--- src/rtl/ssd1306_spi_tx.sv ---
// SSD1306 byte-wide SPI mode-0 transmitter, MSB first, CS# framing.
// Optional SSD1306_SPI_CS_GAP_EN adds a minimum CS# high time after a frame.
module ssd1306_spi_tx #(
  parameter int CLK_DIV       = 2,
  parameter int CS_GAP_CYCLES = 4
) (
  input  logic       clk_in,
  input  logic       rstn_in,
  input  logic       spi_tx_trigger_in,
  input  logic [7:0] spi_data_in,
  input  logic       spi_last_byte_in,
  output logic       spi_ready_out,
  output logic       oled_sclk_out,
  output logic       oled_mosi_out,
  output logic       oled_csn_out
);

  localparam int DIV_MAX =
    (CLK_DIV > CS_GAP_CYCLES) ? CLK_DIV : CS_GAP_CYCLES;
  localparam int DW = $clog2(DIV_MAX + 1);
  localparam logic [DW-1:0] DIV_LOAD = DW'(CLK_DIV - 1);
`ifdef SSD1306_SPI_CS_GAP_EN
  localparam logic [DW-1:0] GAP_LOAD = DW'(CS_GAP_CYCLES - 1);
`endif

  typedef enum logic [2:0] {
    S_IDLE,
    S_SETUP,
    S_HIGH,
    S_LOW,
    S_END
`ifdef SSD1306_SPI_CS_GAP_EN
    , S_GAP
`endif
  } state_t;

  state_t        state, state_n;
  logic [DW-1:0] div_cnt, div_n;
  logic [2:0]    bit_cnt, bit_n;
  logic [6:0]    shift_r, shift_n;
  logic          last_r, last_n;
  logic          sclk_n, mosi_n, csn_n;
  logic          tick;

  assign spi_ready_out = (state == S_IDLE);
  assign tick          = (div_cnt == '0);

  // State and registered pin outputs; reset releases CS# at once.
  always_ff @(posedge clk_in or negedge rstn_in) begin
    if (!rstn_in) begin
      state         <= S_IDLE;
      div_cnt       <= '0;
      bit_cnt       <= '0;
      shift_r       <= '0;
      last_r        <= 1'b0;
      oled_sclk_out <= 1'b0;
      oled_mosi_out <= 1'b0;
      oled_csn_out  <= 1'b1;
    end else begin
      state         <= state_n;
      div_cnt       <= div_n;
      bit_cnt       <= bit_n;
      shift_r       <= shift_n;
      last_r        <= last_n;
      oled_sclk_out <= sclk_n;
      oled_mosi_out <= mosi_n;
      oled_csn_out  <= csn_n;
    end
  end

  // Next state; every timed state exits when its divider reaches zero.
  always_comb begin
    state_n = state;
    div_n   = div_cnt;
    bit_n   = bit_cnt;
    shift_n = shift_r;
    last_n  = last_r;
    sclk_n  = oled_sclk_out;
    mosi_n  = oled_mosi_out;
    csn_n   = oled_csn_out;
    if (state != S_IDLE && !tick)
      div_n = div_cnt - DW'(1);
    unique case (state)
      S_IDLE: begin
        if (spi_tx_trigger_in) begin
          shift_n = spi_data_in[6:0];
          last_n  = spi_last_byte_in;
          mosi_n  = spi_data_in[7];
          csn_n   = 1'b0;
          bit_n   = 3'd7;
          div_n   = DIV_LOAD;
          state_n = S_SETUP;
        end
      end
      S_SETUP: begin
        if (tick) begin
          sclk_n  = 1'b1;
          div_n   = DIV_LOAD;
          state_n = S_HIGH;
        end
      end
      S_HIGH: begin
        if (tick) begin
          sclk_n = 1'b0;
          div_n  = DIV_LOAD;
          if (bit_cnt == 3'd0) begin
            state_n = S_END;
          end else begin
            mosi_n  = shift_r[6];
            shift_n = {shift_r[5:0], 1'b0};
            bit_n   = bit_cnt - 3'd1;
            state_n = S_LOW;
          end
        end
      end
      S_LOW: begin
        if (tick) begin
          sclk_n  = 1'b1;
          div_n   = DIV_LOAD;
          state_n = S_HIGH;
        end
      end
      S_END: begin
        if (tick) begin
          div_n   = DIV_LOAD;
          state_n = S_IDLE;
          if (last_r) begin
            csn_n = 1'b1;
`ifdef SSD1306_SPI_CS_GAP_EN
            div_n   = GAP_LOAD;
            state_n = S_GAP;
`endif
          end
        end
      end
`ifdef SSD1306_SPI_CS_GAP_EN
      S_GAP: begin
        if (tick) begin
          div_n   = DIV_LOAD;
          state_n = S_IDLE;
        end
      end
`endif
      default: state_n = S_IDLE;
    endcase
  end

endmodule
--- config.mk ---
export PLATFORM = sky130hd
export DESIGN_NAME = ssd1306_spi_tx
export DESIGN_NICKNAME = d
export VERILOG_FILES = /design/src/rtl/ssd1306_spi_tx.sv
export SDC_FILE = /design/constraint.sdc
export NUM_CORES = 1
export LEC_CHECK = 0
export ABC_AREA = 1
export BUFFER_PORTS_ARGS = -buffer_cell sky130_fd_sc_hd__clkbuf_2
export CORE_ASPECT_RATIO = 0.7
export CORE_MARGIN = 3
export CORE_UTILIZATION = 55
export CTS_CLUSTER_SIZE = 25
export DETAILED_ROUTE_END_ITERATION = 8
export PLACE_DENSITY = 0.74
export SLEW_MARGIN = 20
export SYNTH_ARGS = -nofsm -noshare
export SYNTH_HDL_FRONTEND = slang
export SYNTH_SLANG_ARGS = --single-unit
export TNS_END_PERCENT = 1
--- constraint.sdc ---
create_clock -name clk_in -period 1.7 [get_ports clk_in]
set_input_delay 0.425 -clock clk_in [delete_from_list [all_inputs] [get_ports clk_in]]
set_output_delay 0.425 -clock clk_in [all_outputs]
set_load 0.02 [all_outputs]
==> results of run 1 <==
## placed cells by master, fill, tap and decap left out
cell / netlist / layout
nand2_1: 70 / 69
nand3_1: 18 / 18
dfrtp_1: 19 / 18
clkbuf_2: 0 / 14
inv_1: 11 / 10
buf_4: 1 / 7
o21ai_0: 4 / 4
ha_1: 4 / 4
clkbuf_4: 0 / 4
inv_2: 2 / 3
nand2_2: 3 / 3
nor2_4: 1 / 2
nand2_4: 1 / 2
xnor2_1: 2 / 2
nand3b_2: 1 / 1
o22ai_1: 1 / 1
xor2_1: 1 / 1
nor2_1: 1 / 1
nor2_2: 2 / 1
o21ai_1: 1 / 1
bufinv_16: 0 / 1
dfstp_2: 1 / 1
dfrtp_2: 0 / 1
## worst max-delay path, stage by stage (launching register included)
cell and delay, ns:
dfrtp_1 0.45, inv_2 0.14, nand2_4 0.08, inv_2 0.07
clkbuf_4 0.16
## path summary, 6_finish.rpt
| check | to | slack [ns] | cells past startpoint |
|---|---|---|---|
| worst min register to register | oled_csn_out | 0.48 | 2 |
| max in group asynchronous | state[0] | 1.29 | 1 |
| worst max-delay path | spi_ready_out | 0.05 | 4 |
| worst min-delay path | div_cnt[1] | 0.05 | 1 |
| min in group clk_in | last_r | 0.32 | 3 |
| worst max register to register | shift_r[2] | 0.16 | 9 |
## Yosys cell counts (all sizes together)
library cell	n	area (um^2)
nand2	74	293
dfrtp	19	475
nand3	18	90.1
inv	13	48.8
o21ai	5	25.0
buf	4	41.3
ha	4	50.1
nor2	4	27.5
xnor2	2	17.5
dfstp	1	26.3
nand3b	1	11.3
o22ai	1	6.26
xor2	1	8.76
## final cells by class
type | instances | area, um^2
Tap cell | 21 | 26.3
Timing Repair Buffer | 22 | 130
Fill cell | 142 | 439
Clock buffer | 3 | 22.5
Clock inverter | 1 | 30.0
Multi-Input combinational cell | 110 | 542
Inverter | 13 | 48.8
Sequential cell | 20 | 503
## through the flow
stage | worst slack, ns | hold WS [ns] | power, mW | cell area (um^2) | util
after detailed placement | 0.232 | 0.417 | 2.13 | 1200 | 0.687
after CTS | 0.0276 | 0.0592 | 2.60 | 1270 | 0.732
final | 0.0492 | 0.0515 | 2.69 | 1300 | 0.748
after global routing | 0.00166 | 0.0677 | 2.94 | 1300 | 0.748
after floorplan | 0.398 | 0.129 | 1.91 | 1120 | -
after global placement | 0.275 | 0.408 | 2.08 | 1200 | 0.687
## registers in the layout, indices dropped and copies added (netlist names)
name / flops
last_r: 1
bit_cnt: 3
oled_csn_out: 1
state: 3
oled_mosi_out: 1
oled_sclk_out: 1
div_cnt: 3
shift_r: 7
## power breakdown
group	switching, mW	leakage, nW	internal (mW)
logic	0.919	0.488	0.533
clock network	0.161	0.0279	0.239
registers	0.131	0.241	0.702
total	1.21	0.757	1.47
## layer usage
metal | track usage | up-vias | wire length [um] | part of all wire
met5 | 0 | - | 0 | 0
met2 | 0.306 | 58 | 1060 | 0.43
met3 | 0.0685 | 0 | 271 | 0.11
li1 | - | 498 | - | -
met4 | 0.0265 | 0 | 0 | 0
met1 | 0.287 | 446 | 1100 | 0.45
## logic make-up (layout without fill, tap and decap cells)
kind of cell / after synthesis / count (layout) / share of synthesized area
simple gates: 97 / 97 / 0.376
buf+inv: 17 / 39 / 0.0804
flops: 20 / 20 / 0.448
compound gates: 6 / 6 / 0.0279
fa+ha+maj: 4 / 4 / 0.0446
xor+xnor: 3 / 3 / 0.0234
## repair_timing
action	in CTS	in global routing
resized for setup	5	1
setup endpoints to repair	1	1
buffers inserted	2	3
gates cloned	0	0
hold buffers	0	0
pin swaps	0	1
==> flow_metrics.env, run 1 <==
export IMPL_layout_drive_gt1_share=0.237
export IMPL_syn_nets=163
export IMPL_ant_nets=0
export IMPL_critical_path_startpoint="state[2]"
export IMPL_clk_pin_slew_ns=0.12
export IMPL_netlist_area_um2=1120
export IMPL_hold_viol=0
export IMPL_ir_worst_vdd_mv=1.50
export IMPL_endpoint_kind="output pin"
export IMPL_numPortBuffers=15
export IMPL_finClkSkew_ns=0.00258
export IMPL_finalCritPeriodShare=0.971
export IMPL_cts_root_buf="clkbuf_4"
export IMPL_yosysUniqueCellTypes=20
export IMPL_dp_cells=181
export IMPL_drt_iter0_drc=54
export IMPL_antenna_found_initial=0
export IMPL_vias=1002
export IMPL_io_pin_count=16
export IMPL_coreArea_um2=1740
export IMPL_diodes=0
export IMPL_max_cap_violations=0
export IMPL_reg2reg_from="state[0]"
export IMPL_tightest_slew_ns=0.506
export IMPL_syn_area_per_cell_um2=7.63
export IMPL_required_ns=1.27
export IMPL_synth_seq_area_share=0.448
export IMPL_p_leak_nw=0.757
export IMPL_start_util=0.644
export IMPL_place_congestion=0.917
export IMPL_stdcell_count=190
export IMPL_yosys_warnings=0
export IMPL_max_freq_mhz=606
export IMPL_ys_seq_elements=20
export IMPL_grt_max_degree=21
export IMPL_fin_nets=186
export IMPL_path_class="reg -> out"
export IMPL_relSlewSlack=0.663
export IMPL_worstSkewPairLatency_ns=0.32
export IMPL_fp_row_count=12
export IMPL_cp_max_fo=5
export IMPL_dieHeight_um=43.8
export IMPL_postSynthCellCount=147
export IMPL_grt_pass1_vias=888
export IMPL_dr_pass1_iters=4
export IMPL_p_per_area_nw_per_um2=2060
export IMPL_rsz0062_at_grt="false"
export IMPL_track_usage=0.202
export IMPL_areaGrowthSynthToFinish_pct=16.2
export IMPL_status="complete, no violations"
export IMPL_die_area_um2=2620
export IMPL_cts_max_level=1
export IMPL_start_kind="flop"
export IMPL_post_dp_hpwl_mm=1.65
export IMPL_grt_first_pass_wirelength_mm=3.93
export IMPL_layout_min_cycle_time_ns=1.65
export IMPL_dieWidth_um=60.0
export IMPL_hold_path_class="in -> async"
export IMPL_viasPerCell=5.27
export IMPL_cts_sink_count=20
export IMPL_routed_wl_mm=2.43
export IMPL_arrival_ns=1.23
export IMPL_cts_buffer_depth=2
export IMPL_tns_ns=0
export IMPL_setup_viol=0
export IMPL_wl_per_cell_um=12.8
export IMPL_drv_slew=0
export IMPL_drcViolationCount=0
export IMPL_grt_overflow_total=0
export IMPL_cts_tree="done"
export IMPL_cts_buffers=3
Power figures use the tool's default switching activity.
==> inputs of run 2 (changes only) <==
--- a/config.mk
+++ b/config.mk
@@ -7,7 +7,6 @@
 export LEC_CHECK = 0
 export ABC_AREA = 1
 export BUFFER_PORTS_ARGS = -buffer_cell sky130_fd_sc_hd__clkbuf_2
-export CORE_ASPECT_RATIO = 0.7
 export CORE_MARGIN = 3
 export CORE_UTILIZATION = 55
 export CTS_CLUSTER_SIZE = 25
==> run 2 against run 1 <==
  * Maximum frequency up 1.5%
  * Combinational power shrank 4%
  * Clock skew rose by 0.0051 ns
  * Global-route usage shrank 0.40 points
  * First-iteration DRC count down 74%
  * Clock-buffer cell count stayed put
  * Core utilization decreased by 3.2 points
  * Final cell count up 2.1%
  * Clock power down 3%
  * Design area is the same
  * Sequential share of layout area is the same
  * Highest routed layer is now met4
==> flow_metrics.env, run 2 (same netlist as run 1, synthesis figures left out) <==
export IMPL_finClkSkew_ns=0.00773
export IMPL_path_class="reg -> out"
export IMPL_start_util=0.616
export IMPL_routed_wl_mm=2.19
export IMPL_required_ns=1.27
export IMPL_grt_overflow_total=0
export IMPL_cts_tree="done"
export IMPL_post_dp_hpwl_mm=1.59
export IMPL_stdcell_count=194
export IMPL_layout_drive_gt1_share=0.237
export IMPL_max_cap_violations=0
export IMPL_fin_nets=186
export IMPL_cts_buffers=3
export IMPL_hold_path_class="in -> async"
export IMPL_dpl_cell_area_um2=1200
export IMPL_status="complete, no violations"
export IMPL_diodes=0
export IMPL_layout_min_cycle_time_ns=1.63
export IMPL_drv_slew=0
export IMPL_arrival_ns=1.20
export IMPL_setup_viol=0
export IMPL_post_place_ws_ns=0.262
export IMPL_numPortBuffers=15
export IMPL_die_area_um2=2620
export IMPL_grt_pass1_vias=939
export IMPL_grt_first_pass_wirelength_mm=3.92
export IMPL_final_cell_mix="nand2_1, nand3_1, dfrtp_1, clkbuf_2, inv_1"
export IMPL_relSlewSlack=0.665
export IMPL_wl_per_cell_um=11.3
export IMPL_place_congestion=0.793
export IMPL_vias=975
export IMPL_ctsHoldBuffers=0
export IMPL_drt_iter0_drc=14
export IMPL_fill_cells=150
export IMPL_dieHeight_um=51.1
export IMPL_r2r_slack_ns=0.27
export IMPL_dieWidth_um=51.1
export IMPL_max_freq_mhz=615
export IMPL_cts_sink_count=20
export IMPL_antenna_found_initial=0
export IMPL_endpoint_kind="output pin"
export IMPL_hold_slack_ns=0.0550
export IMPL_drcViolationCount=0
export IMPL_final_common_cell="nand2_1"
export IMPL_dr_pass1_iters=4
export IMPL_grt_max_degree=21
export IMPL_power_mw=2.61
export IMPL_cts_root_buf="clkbuf_4"
export IMPL_tightest_slew_ns=0.502
export IMPL_ant_nets=0
export IMPL_clk_pin_slew_ns=0.12
export IMPL_p_leak_nw=0.757
export IMPL_p_per_area_nw_per_um2=2010
export IMPL_coreArea_um2=1820
export IMPL_r2r_end="bit_cnt[2]"
export IMPL_stdcell_area_um2=1300
export IMPL_viasPerCell=5.03
export IMPL_start_kind="flop"
export IMPL_cp_max_fo=4
export IMPL_track_usage=0.198
export IMPL_worstSkewPairLatency_ns=0.31
export IMPL_cts_buffer_depth=2
export IMPL_io_pin_count=16
export IMPL_finalCritPeriodShare=0.957
export IMPL_ir_worst_vdd_mv=1.26
export IMPL_dp_cells=185
export IMPL_largest_reg_flops=7
export IMPL_areaGrowthSynthToFinish_pct=16.2
export IMPL_regMostFlops="shift_r"
export IMPL_rr_worst_depth=8
export IMPL_fin_ws_ns=0.0729
export IMPL_fp_row_count=15
export IMPL_reg2reg_from="bit_cnt[0]"
export IMPL_cts_max_level=1
export IMPL_hold_viol=0
[run 2: changes by cell type in the layout (fill, tap and decap cells not counted)]
cell and delta:
buf_4 +1, clkbuf_4 -1, nand2_2 +1, nand2_4 -1
[run 2: worst max-delay path by stage]
stage | from | depth (start not counted) | slack [ns] | end
6_report | state[0] | 4 | 0.07 | spi_ready_out
5_1_grt | state[0] | 4 | -0.003 | spi_ready_out
4_1_cts | state[0] | 4 | 0.02 | spi_ready_out
3_5_place_dp | state[0] | 4 | 0.26 | spi_ready_out
3_3_place_gp | state[1] | 4 | 0.28 | spi_ready_out
2_1_floorplan | state[1] | 3 | 0.40 | spi_ready_out
[run 2: power by group]
group          total (mW)  switching [mW]  leakage (nW)  internal [mW]
Clock               0.390           0.151        0.0279          0.239
Sequential          0.833           0.131         0.241          0.702
Combinational        1.39           0.867         0.488          0.524
[run 2: timing repair]
| action | CTS | global route |
|---|---|---|
| pin swaps | 0 | 1 |
| endpoints found under the hold margin | 0 | 0 |
| resized for setup | 4 | 2 |
| setup endpoints to repair | 1 | 1 |
| setup buffers | 2 | 3 |
[run 2: critical path: stages, from the launching register on]
cell and delay [ns]:
dfrtp_2 0.45, nor2_4 0.14, nand2_2 0.09, inv_2 0.08
buf_4 0.13
[run 2: final cells by class]
class / instances / area (um^2) / area share
tap: 25 / 31.3 / 0.0240
clock buffer: 3 / 22.5 / 0.0173
multi-input combinational: 110 / 537 / 0.412
clock inverter: 1 / 30.0 / 0.0231
inverter: 13 / 48.8 / 0.0375
timing repair buffer: 22 / 130 / 0.0999
sequential: 20 / 503 / 0.386
[run 2: through the flow]
stage | utilization | TNS, ns
3_3_place_gp | 0.660 | 0
6_report | 0.715 | 0
5_1_grt | 0.715 | -0.00343
2_1_floorplan | - | 0
4_1_cts | 0.703 | 0
3_5_place_dp | 0.660 | 0
[run 2: per-layer routing]
metal	global-route usage	vias up	wire, um
li1	-	500	-
met1	0.248	448	1000
met2	0.335	22	1050
met3	0.0379	5	97
met4	0.0762	0	43
met5	0	-	0
